File: src/rtl/reg_array_ctrl.sv
// reg_array_ctrl: access sequencer for an array of DEPTH words of WIDTH 1-bit cells.
// Accepts read/write requests on a valid/ready channel, drives the shared cell strobes
// (active-low), the one-hot word enable and the write-data bus, and returns sampled read
// data on a valid/ready response channel.
//
// Ports:
//   clk, rst_n                      clock, asynchronous active-low reset
//   req_valid/req_ready             request handshake (ready only while idle)
//   req_wr, req_addr, req_wdata     request type, word address, write data
//   rsp_valid/rsp_ready             read response handshake
//   rsp_rdata, rsp_err              read data, out-of-range flag
//   wr_done                         one-cycle pulse when a write completes
//   cell_en                         one-hot word enable to the cells
//   cell_rd_bar, cell_wr_bar        active-low read/write strobes
//   cell_din                        write data bus to the cells
//   cell_dout                       resolved tristate read bus from the cells
module reg_array_ctrl #(
    parameter int unsigned WIDTH = 8,
    parameter int unsigned DEPTH = 16,
    parameter int unsigned AW    = 4
) (
    input  logic             clk,
    input  logic             rst_n,
    input  logic             req_valid,
    output logic             req_ready,
    input  logic             req_wr,
    input  logic [AW-1:0]    req_addr,
    input  logic [WIDTH-1:0] req_wdata,
    output logic             rsp_valid,
    input  logic             rsp_ready,
    output logic [WIDTH-1:0] rsp_rdata,
    output logic             rsp_err,
    output logic             wr_done,
    output logic [DEPTH-1:0] cell_en,
    output logic             cell_rd_bar,
    output logic             cell_wr_bar,
    output logic [WIDTH-1:0] cell_din,
    input  logic [WIDTH-1:0] cell_dout
);

    typedef enum logic [1:0] {StIdle, StWr, StRd, StResp} state_t;

    state_t           state_q, state_d;
    logic             oor_q, oor_d;
    logic [DEPTH-1:0] cell_en_d;
    logic             cell_rd_bar_d, cell_wr_bar_d;
    logic [WIDTH-1:0] cell_din_d;
    logic             rsp_valid_d, rsp_err_d, wr_done_d;
    logic [WIDTH-1:0] rsp_rdata_d;
    logic             in_range;
    logic [DEPTH-1:0] addr_onehot;

    assign req_ready = (state_q == StIdle);
    assign in_range  = (32'(req_addr) < DEPTH);

    // Out-of-range addresses decode to no word at all.
    always_comb begin
        addr_onehot = '0;
        for (int unsigned i = 0; i < DEPTH; i++) begin
            addr_onehot[i] = (32'(req_addr) == i);
        end
    end

    always_comb begin
        state_d       = state_q;
        oor_d         = oor_q;
        cell_en_d     = cell_en;
        cell_rd_bar_d = cell_rd_bar;
        cell_wr_bar_d = cell_wr_bar;
        cell_din_d    = cell_din;
        rsp_valid_d   = rsp_valid;
        rsp_rdata_d   = rsp_rdata;
        rsp_err_d     = rsp_err;
        wr_done_d     = 1'b0;
        case (state_q)
            StIdle: begin
                if (req_valid) begin
                    cell_en_d = addr_onehot;
                    oor_d     = !in_range;
                    if (req_wr) begin
                        state_d       = StWr;
                        cell_din_d    = req_wdata;
                        cell_wr_bar_d = 1'b0;
                    end else begin
                        state_d       = StRd;
                        cell_rd_bar_d = 1'b0;
                    end
                end
            end
            StWr: begin
                cell_wr_bar_d = 1'b1;
                cell_en_d     = '0;
                wr_done_d     = 1'b1;
                state_d       = StIdle;
            end
            StRd: begin
                // The bus is undriven for an out-of-range read, so never sample it.
                rsp_rdata_d   = oor_q ? '0 : cell_dout;
                rsp_err_d     = oor_q;
                rsp_valid_d   = 1'b1;
                cell_rd_bar_d = 1'b1;
                cell_en_d     = '0;
                state_d       = StResp;
            end
            StResp: begin
                if (rsp_ready) begin
                    rsp_valid_d = 1'b0;
                    rsp_err_d   = 1'b0;
                    state_d     = StIdle;
                end
            end
            default: state_d = StIdle;
        endcase
    end

    always_ff @(posedge clk or negedge rst_n) begin
        if (!rst_n) begin
            state_q     <= StIdle;
            oor_q       <= 1'b0;
            cell_en     <= '0;
            cell_rd_bar <= 1'b1;
            cell_wr_bar <= 1'b1;
            cell_din    <= '0;
            rsp_valid   <= 1'b0;
            rsp_rdata   <= '0;
            rsp_err     <= 1'b0;
            wr_done     <= 1'b0;
        end else begin
            state_q     <= state_d;
            oor_q       <= oor_d;
            cell_en     <= cell_en_d;
            cell_rd_bar <= cell_rd_bar_d;
            cell_wr_bar <= cell_wr_bar_d;
            cell_din    <= cell_din_d;
            rsp_valid   <= rsp_valid_d;
            rsp_rdata   <= rsp_rdata_d;
            rsp_err     <= rsp_err_d;
            wr_done     <= wr_done_d;
        end
    end

    a_en_onehot0: assert property (@(posedge clk) disable iff (!rst_n) $onehot0(cell_en));
    a_strobe_excl: assert property (@(posedge clk) disable iff (!rst_n)
        !(!cell_rd_bar && !cell_wr_bar));
    a_en_in_access: assert property (@(posedge clk) disable iff (!rst_n)
        (cell_en != '0) |-> (state_q == StWr || state_q == StRd));
    a_no_accept_in_rsp: assert property (@(posedge clk) disable iff (!rst_n)
        !(req_valid && req_ready && rsp_valid));

endmodule
File: config.mk
export PLATFORM = sky130hd
export DESIGN_NAME = reg_array_ctrl
export DESIGN_NICKNAME = d
export VERILOG_FILES = /design/src/rtl/reg_array_ctrl.sv
export SDC_FILE = /design/constraint.sdc
export NUM_CORES = 1
export LEC_CHECK = 0
export BUFFER_PORTS_ARGS = -buffer_cell sky130_fd_sc_hd__buf_2
export CAP_MARGIN = 15
export CORE_ASPECT_RATIO = 1.5
export CORE_MARGIN = 2
export CORE_UTILIZATION = 30
export CTS_CLUSTER_SIZE = 8
export DETAILED_ROUTE_END_ITERATION = 12
export PLACE_DENSITY = 0.62
export SYNTH_ARGS = -nofsm -noshare
export SYNTH_HDL_FRONTEND = slang
export SYNTH_SLANG_ARGS = --single-unit
File: constraint.sdc
create_clock -name clk -period 3.2 [get_ports clk]
set_clock_uncertainty 0.2 [all_clocks]
set_input_delay 0.16 -clock clk [delete_from_list [all_inputs] [get_ports clk]]
set_output_delay 0.16 -clock clk [all_outputs]
set_load 0.005 [all_outputs]
### Word level (Yosys, flattened, before mapping)

Index checks and enable logic that the tools add are counted.

* flip-flop bits (word level): 39
* input bits: 25

* equal/unequal tests: 22
* mux-type cells: 16
* reductions and logical operators: 13

Operators by type and width (count)
* $eq A4 B4 Y1 const B: 8
* $pmux W16 S2: 1
* $eq A4 B3 Y1 const B: 4
* $mux W16: 1
* $reduce_and A3 Y1: 3
* $eq A4 B2 Y1 const B: 2
* $pmux W1 S2: 4
* $pmux W2 S4: 1
* $reduce_bool A2 Y1: 4
* $mux W1: 6
* $mux W2: 3
* $ne A2 B2 Y1 const B: 3
* $reduce_and A2 Y1: 3
* $eq A2 B2 Y1 const B: 2
* $eq A4 B1 Y1 const B: 1
* $logic_not A4 Y1: 1
* $eq A2 B1 Y1 const B: 1
* $logic_not A2 Y1: 1
* $ne A2 B1 Y1 const B: 1
* $reduce_or A2 Y1: 1

### Longest topological paths before layout

* depth after elaboration: 4
* gate-level depth with buffers: 7
* mapped depth without buffers: 5

### Worst setup path before layout

OpenSTA, ideal clock, no wires.

* path kind: register to register
* from: register state_q[0]
* to: register cell_en[3]
* library setup time: 0.122 ns
* arrival: 1.410 ns
* data required time: 2.878 ns
* setup slack: 1.468 ns
* cell stages (with the launch flop): 7
* buffers on the path: 1
* period minus slack after synthesis: 1.732 ns
* path through: dfrtp_1 inv_1 ha_1 buf_6 and4bb_4 and2_4 a32o_1

RTL lines
* from (decl): line 43 `state_t state_q, state_d;`
* from (signal assigned): line 118 `state_q <= StIdle;`
* from (signal assigned): line 129 `state_q <= state_d;`
* $logic_not A2 Y1 (*)
* via req_ready: line 25 `output logic req_ready,`
* $ne A2 B2 Y1 (no source line) or $reduce_bool A2 Y1 (tied branches)
* $reduce_and A2 Y1 (no source line)
* to (signal assigned): line 131 `cell_en <= cell_en_d;`
* to (decl): line 34 `output logic [DEPTH-1:0] cell_en,`

The timed path passes the listed nets; every way through them passes the cells marked *.
A chain may end at the register's enable or synchronous reset.

### Worst setup path in the final report

* from: register state_q[0]
* to: register cell_en[12]

* cells in the longest elaborated chain, start to end: 4

RTL lines
* $eq A2 B2 Y1 or $eq A2 B1 Y1 (tied branches): line 75 `case (state_q)`
* $reduce_or A2 Y1 (no source line)
* $reduce_bool A2 Y1 (no source line)
* $reduce_and A2 Y1 (no source line)

Several ways; a longest one is shown, not always the timed one.

==> results.py <==
metrics = {
    "outcome": {
        "outcome": "finished, final reports clean",
    },
    "sta": {
        "final.setup.tns_ns": 0,
        "fmax_ghz": 0.390,
        "postLayoutSetupSlackWorst_ns": 0.639,
        "timing.final.crit_period_ns": 2.56,
        "rsz0062_at_grt": "false",
        "finalCritPeriodShare": 0.800,
        "worstMarginPinSlew_ns": 0.814,
        "maxSlewViolCount": 0,
        "finalHoldViolCount": 0,
        "relSlewSlack": 0.457,
        "setup_viol": 0,
    },
    "route": {
        "antenna_left": 0,
        "num_vias": 1265,
        "drt_iter0_markers": 37,
        "firstDrtPassIters": 4,
        "drcViolationCount": 0,
        "finalWirelength_um": 3680,
        "vias_per_cell": 4.53,
        "post_drt_wl_per_cell_um": 13.2,
    },
    "placed_design": {
        "detailedPlace.worstSlack_ns": 1.17,
        "hpwl_um": 2510,
        "port_buffers": 61,
        "gp_congestion": 0.752,
    },
    "floorplanning": {
        "boundaryPins": 63,
        "die_w_um": 64.6,
        "initial_core_util": 0.305,
        "num_rows": 33,
        "die_h_um": 94.8,
        "design.die.area_um2": 6120,
        "coreArea_um2": 5410,
    },
    "clock_tree": {
        "clk_latency_ns": 0.29,
        "tritoncts": "yes",
        "cts_root_buf": "clkbuf_8",
        "cts-resized-gates": 0,
        "numCtsBuffers": 5,
        "htree_levels": 2,
        "ctsHoldBuffers": 21,
        "cts_setup_buffers": 0,
        "path_clk_slew_ns": 0.08,
        "cts_sinks": 38,
        "clk_path_buf_depth": 2,
    },
    "run": {
        "max_cap_violations": 0,
    },
    "worst_setup_path": {
        "start_kind": "flop",
        "ff2ff_path_depth": 6,
        "cp-end-kind": "flop",
        "cp-startpoint": "state_q[0]",
        "crit_fanout": 16,
        "critical_path.endpoint": "cell_en[12]",
        "r2r-end": "cell_en[12]",
        "arrival_ns": 2.58,
        "crit_type": "reg2reg",
        "r2r_start": "state_q[0]",
        "r2r_setup_slack_ns": 0.64,
        "worstPathRequired_ns": 3.22,
    },
    "global_route": {
        "gr-usage-all-layers": 0.126,
        "grt_pass1_vias": 1259,
        "grt_max_degree": 39,
        "grt_pass1_wl_um": 5910,
        "antenna_found_initial": 0,
        "grt_overflow": 0,
    },
    "synthesis": {
        "yosys.area_share.simple": 0.0864,
        "syn_avg_cell_area_um2": 13.2,
        "synthDistinctLibCells": 32,
        "netlist_instances": 125,
        "syn_nets": 156,
        "yosysSeqAreaShare": 0.578,
        "synthMuxAreaShare": 0.141,
        "yosys.area_share.adder": 0.0455,
        "synth-seq-cells": 38,
        "synth.cell_area_um2": 1650,
        "yosysWarnings": 0,
        "synth_top_family_by_area": "multiplexers",
        "synth_compound_area_frac": 0.110,
        "synthXorXnorAreaFrac": 0,
    },
    "power_and_ir_drop": {
        "pwr_density_cell_nw_per_um2": 771,
        "p_leak_nw": 1.15,
        "ir_drop_mv": 0.499,
    },
    "finish": {
        "layout.nets": 239,
        "antennaDiodeCount": 0,
        "area_delta_synth_final_pct": 39.7,
        "fin_util": 0.426,
        "layout_common_cells": "buf_2 (61), dfrtp_1 (36), dlygate4sd3_1 (21), mux2_2 (16), nand2_1 (10)",
        "drive_gt1_frac": 0.440,
        "layout_commonest_cell": "buf_2",
    },
    "min_path": {
        "min_path_type": "in2reg",
    },
}
==> cell usage after synthesis, drive strengths merged <==
cell type	number	area share
a22o	6	0.032
a21oi	2	0.0061
a32o	3	0.018
ha	6	0.045
nor2	3	0.0068
and2	1	0.0053
dfstp	2	0.032
o31a	1	0.0053
nand2b	3	0.011
nor2b	4	0.015
o2bb2ai	1	0.0053
mux2i	4	0.032
dfrtp	36	0.55
o21ai	7	0.021
mux2	16	0.11
or2	1	0.0038
inv	5	0.011
a2bb2oi	1	0.0053
nand3	1	0.0061
buf	5	0.023
o22ai	1	0.0038
nand4b	1	0.0053
nand2	10	0.023
and4bb	1	0.0099
clkbuf	1	0.0023
o31ai	1	0.0076
conb	1	0.0023
o22a	1	0.0053
==> routing by layer <==
metal | up-vias | routed length (um) | global-route usage
met1 | 613 | 1510 | 0.150
met3 | 6 | 233 | 0.0369
met2 | 47 | 1860 | 0.211
met4 | 0 | 69 | 0.0550
li1 | 599 | - | -
met5 | - | 0 | 0
==> worst max-delay path: stages, from the launching register on <==
cell and delay (ns):
dfrtp_1 0.41, inv_1 0.15, ha_1 0.43, mux2i_4 0.55
nand2_1 0.12, o31ai_2 0.07, dlygate4sd3_1 0.57
==> sequential cells by signal (all words and copies together), names as in the netlist <==
name	flops
cell_en	16
cell_din	8
rsp_rdata	8
state_q	2
cell_rd_bar	1
cell_wr_bar	1
rsp_valid	1
wr_done	1
==> stage by stage <==
stage                     instance area (um2)  std cells  hold WS [ns]  total power [mW]
after global placement                   2000        250         0.120              1.42
after floorplan                          1650        125        -0.336              1.20
after detailed placement                 2000        250         0.119              1.44
after CTS                                2310        279        0.0208              1.81
final                                    2310        279        0.0276              1.78
after global routing                     2310        279        0.0480              1.91
==> worst min-delay path by stage <==
| stage | startpoint | cells past startpoint | end |
|---|---|---|---|
| after floorplan | rst_n | 0 | cell_din[0] |
| after global placement | rst_n | 1 | cell_din[3] |
| after detailed placement | rst_n | 1 | cell_din[3] |
| after CTS | req_addr[0] | 3 | cell_en[15] |
| after global routing | req_addr[0] | 3 | cell_en[15] |
| final | req_addr[0] | 3 | cell_en[11] |
==> final cells by class <==
type,count,area (um2)
flip-flops and latches,38,953
clock buffers,6,82.6
repair buffers,82,515
clock inverters,2,12.5
inverters,5,18.8
fillers,507,3100
well taps,70,87.6
multi-input cells,76,636
==> report_power, final <==
group / leakage (nW) / switching [mW] / internal, mW
registers: 0.480 / 0.0817 / 0.646
clock network: 0.0472 / 0.173 / 0.173
logic: 0.619 / 0.335 / 0.369
total: 1.15 / 0.590 / 1.19
==> logic make-up after synthesis <==
kind of cell             after synthesis
flip-flops                            38
AND/OR/NAND/NOR                       25
AO/OA/AOI/OAI                         24
multiplexers                          20
buffers and inverters                 11
adder cells (fa/ha/maj)                6
other                                  1
Power figures use the tool's default switching activity.
